File: config.mk
export PLATFORM = sky130hd
export DESIGN_NAME = bit_serializer
export DESIGN_NICKNAME = d
export VERILOG_FILES = /design/src/rtl/serdes_pkg.sv /design/src/rtl/bit_shift_reg.sv /design/src/rtl/bit_serializer.sv
export SDC_FILE = /design/constraint.sdc
export NUM_CORES = 1
export LEC_CHECK = 0
export ABC_AREA = 0
export CORE_MARGIN = 2
export CORE_UTILIZATION = 48
export CTS_BUF_LIST = sky130_fd_sc_hd__clkbuf_4 sky130_fd_sc_hd__clkbuf_8
export CTS_CLUSTER_SIZE = 30
export DETAILED_ROUTE_END_ITERATION = 10
export PLACE_DENSITY = 0.76
export SETUP_SLACK_MARGIN = 0.3
export SLEW_MARGIN = 10
export SYNTH_ARGS = -nofsm -noshare
export SYNTH_HDL_FRONTEND = slang
export SYNTH_SLANG_ARGS = --single-unit
File: constraint.sdc
create_clock -name clk -period 1.55 [get_ports clk]
set_input_delay 0.2325 -clock clk [delete_from_list [all_inputs] [get_ports clk]]
set_output_delay 0.2325 -clock clk [all_outputs]
set_load 0.01 [all_outputs]
File: src/rtl/serdes_pkg.sv
// Shared definitions for the serializer datapath: FSM encoding and default word width.
package serdes_pkg;

    localparam int unsigned SER_WIDTH_DEF = 8;

    typedef enum logic [0:0] {
        StIdle  = 1'b0,
        StShift = 1'b1
    } ser_state_e;

endpackage

File: src/rtl/bit_shift_reg.sv
// Loadable shift register with direction select and bit counter; ser is the registered
// serial bit, cnt indexes the bit currently presented on ser.
module bit_shift_reg
    import serdes_pkg::*;
#(
    parameter int unsigned WIDTH     = SER_WIDTH_DEF,
    parameter bit          MSB_FIRST = 1'b1
) (
    input  logic             clk,
    input  logic             rst,
    input  logic             clear,
    input  logic             load,
    input  logic             shift,
    input  logic [WIDTH-1:0] data,
    output logic             ser,
    output logic             last
);

    localparam int unsigned CNT_W = (WIDTH > 1) ? $clog2(WIDTH) : 1;

    logic [WIDTH-1:0] sr_q, sr_d;
    logic             ser_q, ser_d;
    logic [CNT_W-1:0] cnt_q, cnt_d;

    function automatic logic head(input logic [WIDTH-1:0] v);
        return MSB_FIRST ? v[WIDTH-1] : v[0];
    endfunction

    function automatic logic [WIDTH-1:0] advance(input logic [WIDTH-1:0] v);
        return MSB_FIRST ? (v << 1) : (v >> 1);
    endfunction

    // A load presents the first bit immediately, so the stored copy is already advanced once.
    always_comb begin
        sr_d  = sr_q;
        ser_d = ser_q;
        cnt_d = cnt_q;
        if (clear) begin
            sr_d  = '0;
            ser_d = 1'b0;
            cnt_d = '0;
        end else if (load) begin
            sr_d  = advance(data);
            ser_d = head(data);
            cnt_d = '0;
        end else if (shift) begin
            sr_d  = advance(sr_q);
            ser_d = head(sr_q);
            cnt_d = cnt_q + CNT_W'(1);
        end
    end

    always_ff @(posedge clk or negedge rst) begin
        if (!rst) begin
            sr_q  <= '0;
            ser_q <= 1'b0;
            cnt_q <= '0;
        end else begin
            sr_q  <= sr_d;
            ser_q <= ser_d;
            cnt_q <= cnt_d;
        end
    end

    assign ser  = ser_q;
    assign last = (cnt_q == CNT_W'(WIDTH - 1));

endmodule

File: src/rtl/bit_serializer.sv
// Parallel-to-serial stage feeding the sequence detector: one holding register in front of a
// shifter, so back-to-back words stream out with no idle bit between them.
module bit_serializer
    import serdes_pkg::*;
#(
    parameter int unsigned WIDTH     = SER_WIDTH_DEF,
    parameter bit          MSB_FIRST = 1'b1
) (
    input  logic             clk,
    input  logic             rst,
    input  logic [WIDTH-1:0] din,
    input  logic             din_valid,
    output logic             din_ready,
    input  logic             abort,
    output logic             x,
    output logic             x_valid,
    output logic             word_done,
    output logic             busy
);

    if (WIDTH < 2 || WIDTH > 32) begin : g_width_check
        $error("bit_serializer: WIDTH must be within 2..32");
    end

    ser_state_e       state_q, state_d;
    logic [WIDTH-1:0] hold_q;
    logic             hold_full_q;
    logic             accept;
    logic             sh_load, sh_shift, sh_clear, sh_last, sh_ser;

    // State register.
    always_ff @(posedge clk or negedge rst) begin
        if (!rst) begin
            state_q <= StIdle;
        end else begin
            state_q <= state_d;
        end
    end

    // Next-state logic.
    always_comb begin
        state_d = state_q;
        unique case (state_q)
            StIdle:  if (hold_full_q) state_d = StShift;
            StShift: if (sh_last && !hold_full_q) state_d = StIdle;
            default: state_d = StIdle;
        endcase
        if (abort) state_d = StIdle;
    end

    // Shifter control; clearing on the way to idle keeps x at 0 whenever x_valid is low.
    always_comb begin
        sh_load  = 1'b0;
        sh_shift = 1'b0;
        sh_clear = 1'b0;
        if (abort) begin
            sh_clear = 1'b1;
        end else begin
            unique case (state_q)
                StIdle: begin
                    if (hold_full_q) sh_load = 1'b1;
                end
                StShift: begin
                    if (!sh_last)        sh_shift = 1'b1;
                    else if (hold_full_q) sh_load = 1'b1;
                    else                 sh_clear = 1'b1;
                end
                default: sh_clear = 1'b1;
            endcase
        end
    end

    // Accept and transfer never coincide: transfer needs hold full, accept needs it empty.
    assign accept = din_valid && !hold_full_q && !abort;

    always_ff @(posedge clk or negedge rst) begin
        if (!rst) begin
            hold_q      <= '0;
            hold_full_q <= 1'b0;
        end else if (abort || sh_load) begin
            hold_full_q <= 1'b0;
        end else if (accept) begin
            hold_q      <= din;
            hold_full_q <= 1'b1;
        end
    end

    bit_shift_reg #(
        .WIDTH     (WIDTH),
        .MSB_FIRST (MSB_FIRST)
    ) u_shift (
        .clk   (clk),
        .rst   (rst),
        .clear (sh_clear),
        .load  (sh_load),
        .shift (sh_shift),
        .data  (hold_q),
        .ser   (sh_ser),
        .last  (sh_last)
    );

    assign din_ready = !hold_full_q;
    assign x         = sh_ser;
    assign x_valid   = (state_q == StShift);
    assign word_done = (state_q == StShift) && sh_last;
    assign busy      = (state_q == StShift) || hold_full_q;

endmodule

==> run_results.csv <==
group,metric,value,unit
sta,max_slew_margin,0.739,
die,dieWidth,49.7,µm
sta,hold_ws,0.251,ns
global_routing,grt_pass1_vias,863,
cells_and_area,diodes,0,
critical_path,cp-start-kind,"flip-flop",
status,outcome,"finished with violations",
global_routing,grt_pass1_wl,4.13,mm
logic_synthesis,synth_most_common_cell,"dfrtp_1",
pwr,p_int,0.914,mW
logic_synthesis,ys_async_sr_fraction,1.00,
route,drtIter0Drc,20,
cells_and_area,drive_above_1_share,0.538,
sta,tightestPinTransition,0.391,ns
die,core,1960,µm²
sta,fmax,640,MHz
die,die-area,2470,µm²
placed_design,gp_congestion,0.816,
placed_design,post_dp_cell_area,1270,µm²
sta,period_needed,1.56,ns
sta,slew_viol_final,0,
logic_synthesis,ys_ff_latch,21,
pwr,p_per_area,817,nW/µm²
clock_network,cts.clk_slew.worst_paths,0.12,ns
cells_and_area,nets,134,
cells_and_area,syn2layout_area_growth,52.8,%
logic_synthesis,seq_area_frac_synth,0.524,
critical_path,crit_chain,"ha_2 -> ha_4 -> and2_4 -> buf_6",
sta,setup_viol_count_final,1,
logic_synthesis,synth_area,1000,µm²
cells_and_area,final_area,1530,µm²
pwr,vdd_drop_max,695,µV
status,violations,"negative setup slack",
placed_design,dp_hpwl,1.48,mm
critical_path,cp_slowest_cell,"dfrtp_1",
sta,grt_setup_unrepaired,"true",
die,fp.dieH,49.7,µm
critical_path,cp-end-kind,"primary output",
sta,fin_worst_skew,0.00619,ns
pwr,p_clk_frac,0.211,
route,drt_pre_antenna_iters,4,
route,drt-wirelength-per-cell,18.5,µm
die,num_io_pins,17,
sta,fin_ws,-0.0130,ns
global_routing,antenna_found_initial,0,
hold_path,hold_path.class,"in -> async",
clock_network,clock_latency,0.30,ns
route,viasPerCell,5.55,
pwr,power_frac_seq,0.518,
global_routing,gr-total-overflow,0,
pwr,power_switching,0.338,mW
clock_network,clock_tree.root_cell,"clkbuf_4",
clock_network,cts.sinks,21,
die,start_util,0.511,
clock_network,hold_buffers,0,
critical_path,cp_max_fo,3,
pwr,p_leak,0.725,nW
logic_synthesis,yosys-top-cells-area,"dfrtp_1 (52%), mux2_2 (9.0%), a221o_1 (4.0%)",
route,vias,811,
clock_network,htree_num_levels,1,
logic_synthesis,synthFlopType,"dfrtp_1",
clock_network,cts-buffers-inserted,3,
global_routing,grt_max_degree,22,
global_routing,track_usage,0.230,
route,postRouteAntennaNets,0,
logic_synthesis,yosys_warnings,0,
pwr,comb_power_share,0.271,
clock_network,cts_buffer_depth,2,
die,core.rowCount,16,
route,finalWirelength,2.70,mm
logic_synthesis,synthTopCellsByCount,"dfrtp_1 (21), mux2_2 (8), nor2_1 (7), a221o_1 (4), a22oi_1 (4)",
critical_path,slowest_delay,0.41,ns
logic_synthesis,synth_top_area_cell,"dfrtp_1",
clock_network,cts_tree,"yes",
logic_synthesis,syn-num-nets,90,
logic_synthesis,synth_edf_count,0,
critical_path,cp.required,1.32,ns
logic_synthesis,ys_types,23,
sta,fin_crit_sh,1.01,
critical_path,worstSetupPathType,"reg -> out",
logic_synthesis,syn_avg_cell_area,13.2,µm²
run,cap_violations,0,
critical_path,cp.arrival,1.33,ns
logic_synthesis,synth.top_cell.area_share,0.524,
sta,hold_viol_final,0,
logic_synthesis,synth_cells,76,
placed_design,io_buffer_count,16,
pwr,p_sw_frac,0.270,
route,drc,0,
-- layer usage --
metal / global-route usage / vias up / routed length, µm
met1: 0.262 / 410 / 1080
met2: 0.407 / 33 / 1400
met4: 0.120 / 0 / 102
met5: 0 / - / 0
met3: 0.0424 / 11 / 121
li1: - / 357 / -
-- registers in the layout (all words and copies together), names as in the netlist --
| register | count |
|---|---|
| hold_q | 8 |
| u_shift.sr_q | 7 |
| u_shift.cnt_q | 3 |
| hold_full_q | 1 |
| u_shift.ser | 1 |
| x_valid | 1 |
-- area by class of cell --
| type | count | area, µm² |
|---|---|---|
| Clock buffer | 3 | 22.5 |
| Clock inverter | 1 | 5.00 |
| Fill cell | 122 | 430 |
| Inverter | 3 | 16.3 |
| Multi-Input combinational cell | 48 | 504 |
| Sequential cell | 21 | 528 |
| Tap cell | 27 | 33.8 |
| Timing Repair Buffer | 43 | 422 |
-- per-stage QoR --
step           worst slack, ns  setup TNS, ns  power, mW   util  cells
2_1_floorplan            0.175              0      0.784      -     76
3_3_place_gp           -0.0968          -1.13      0.878  0.645    126
3_5_place_dp            -0.161          -1.88      0.889  0.645    126
4_1_cts                -0.0385        -0.0385       1.23  0.745    143
5_1_grt                -0.0655         -0.178       1.30  0.781    146
6_report               -0.0130        -0.0130       1.25  0.781    146
-- power groups by stage --
| stage | clock [mW] | combinational (mW) | sequential [mW] |
|---|---|---|---|
| after global routing | 0.287 | 0.360 | 0.654 |
| after floorplan | 0 | 0.139 | 0.645 |
| after CTS | 0.274 | 0.311 | 0.645 |
| final | 0.264 | 0.340 | 0.649 |
| after detailed placement | 0 | 0.229 | 0.660 |
| after global placement | 0 | 0.221 | 0.657 |
-- path summary, 6_finish.rpt --
check / to / slack [ns] / cells after the start / startpoint
worst max-delay path: word_done / -0.01 / 4 / u_shift.cnt_q[1]$_DFFE_PN0P_
worst min-delay path: u_shift.sr_q[4]$_DFFE_PN0P_ / 0.25 / 2 / rst
worst max register to register: u_shift.sr_q[2]$_DFFE_PN0P_ / 0.02 / 6 / u_shift.cnt_q[1]$_DFFE_PN0P_
worst min register to register: u_shift.sr_q[6]$_DFFE_PN0P_ / 0.53 / 1 / hold_q[5]$_DFFE_PN0P_
max in group asynchronous: x_valid$_DFF_PN0_ / 1.06 / 2 / rst
min in group clk: u_shift.sr_q[6]$_DFFE_PN0P_ / 0.53 / 1 / hold_q[5]$_DFFE_PN0P_
-- kinds of logic (layout without fill, tap and decap cells) --
kind of cell | after synthesis | count (layout) | share of synthesized area
multiplexers | 11 | 11 | 0.120
AND/OR/NAND/NOR | 22 | 22 | 0.165
adder cells (fa/ha/maj) | 2 | 2 | 0.0250
AO/OA/AOI/OAI | 13 | 13 | 0.116
flip-flops | 21 | 21 | 0.524
buffers and inverters | 7 | 50 | 0.0499
-- layout by cell type, fill, tap and decap left out, types with 3 or more instances in the layout --
| cell type | Yosys | layout |
|---|---|---|
| buf_6 | 3 | 19 |
| and2b_1 | 3 | 3 |
| nor2_1 | 7 | 5 |
| dfrtp_1 | 21 | 19 |
| buf_4 | 0 | 12 |
| a22oi_2 | 0 | 3 |
| clkbuf_4 | 0 | 3 |
| a21bo_2 | 3 | 3 |
| clkdlybuf4s50_1 | 0 | 10 |
| a221o_1 | 4 | 4 |
| mux2_4 | 0 | 8 |
| mux2i_1 | 3 | 3 |
-- repair_timing --
action,CTS,global route
setup buffers,13,3
setup endpoints to repair,24,25
resized for setup,44,14
pin swaps,11,10
-- worst max-delay path, delay by kind of cell (launching register included) --
kind / cells / cell delay (ns)
buffers and inverters: 1 / 0.11
adder cells (fa/ha/maj): 2 / 0.37
AND/OR/NAND/NOR: 1 / 0.13
flip-flops: 1 / 0.41
No activity file was read; power rests on OpenSTA's default activity.
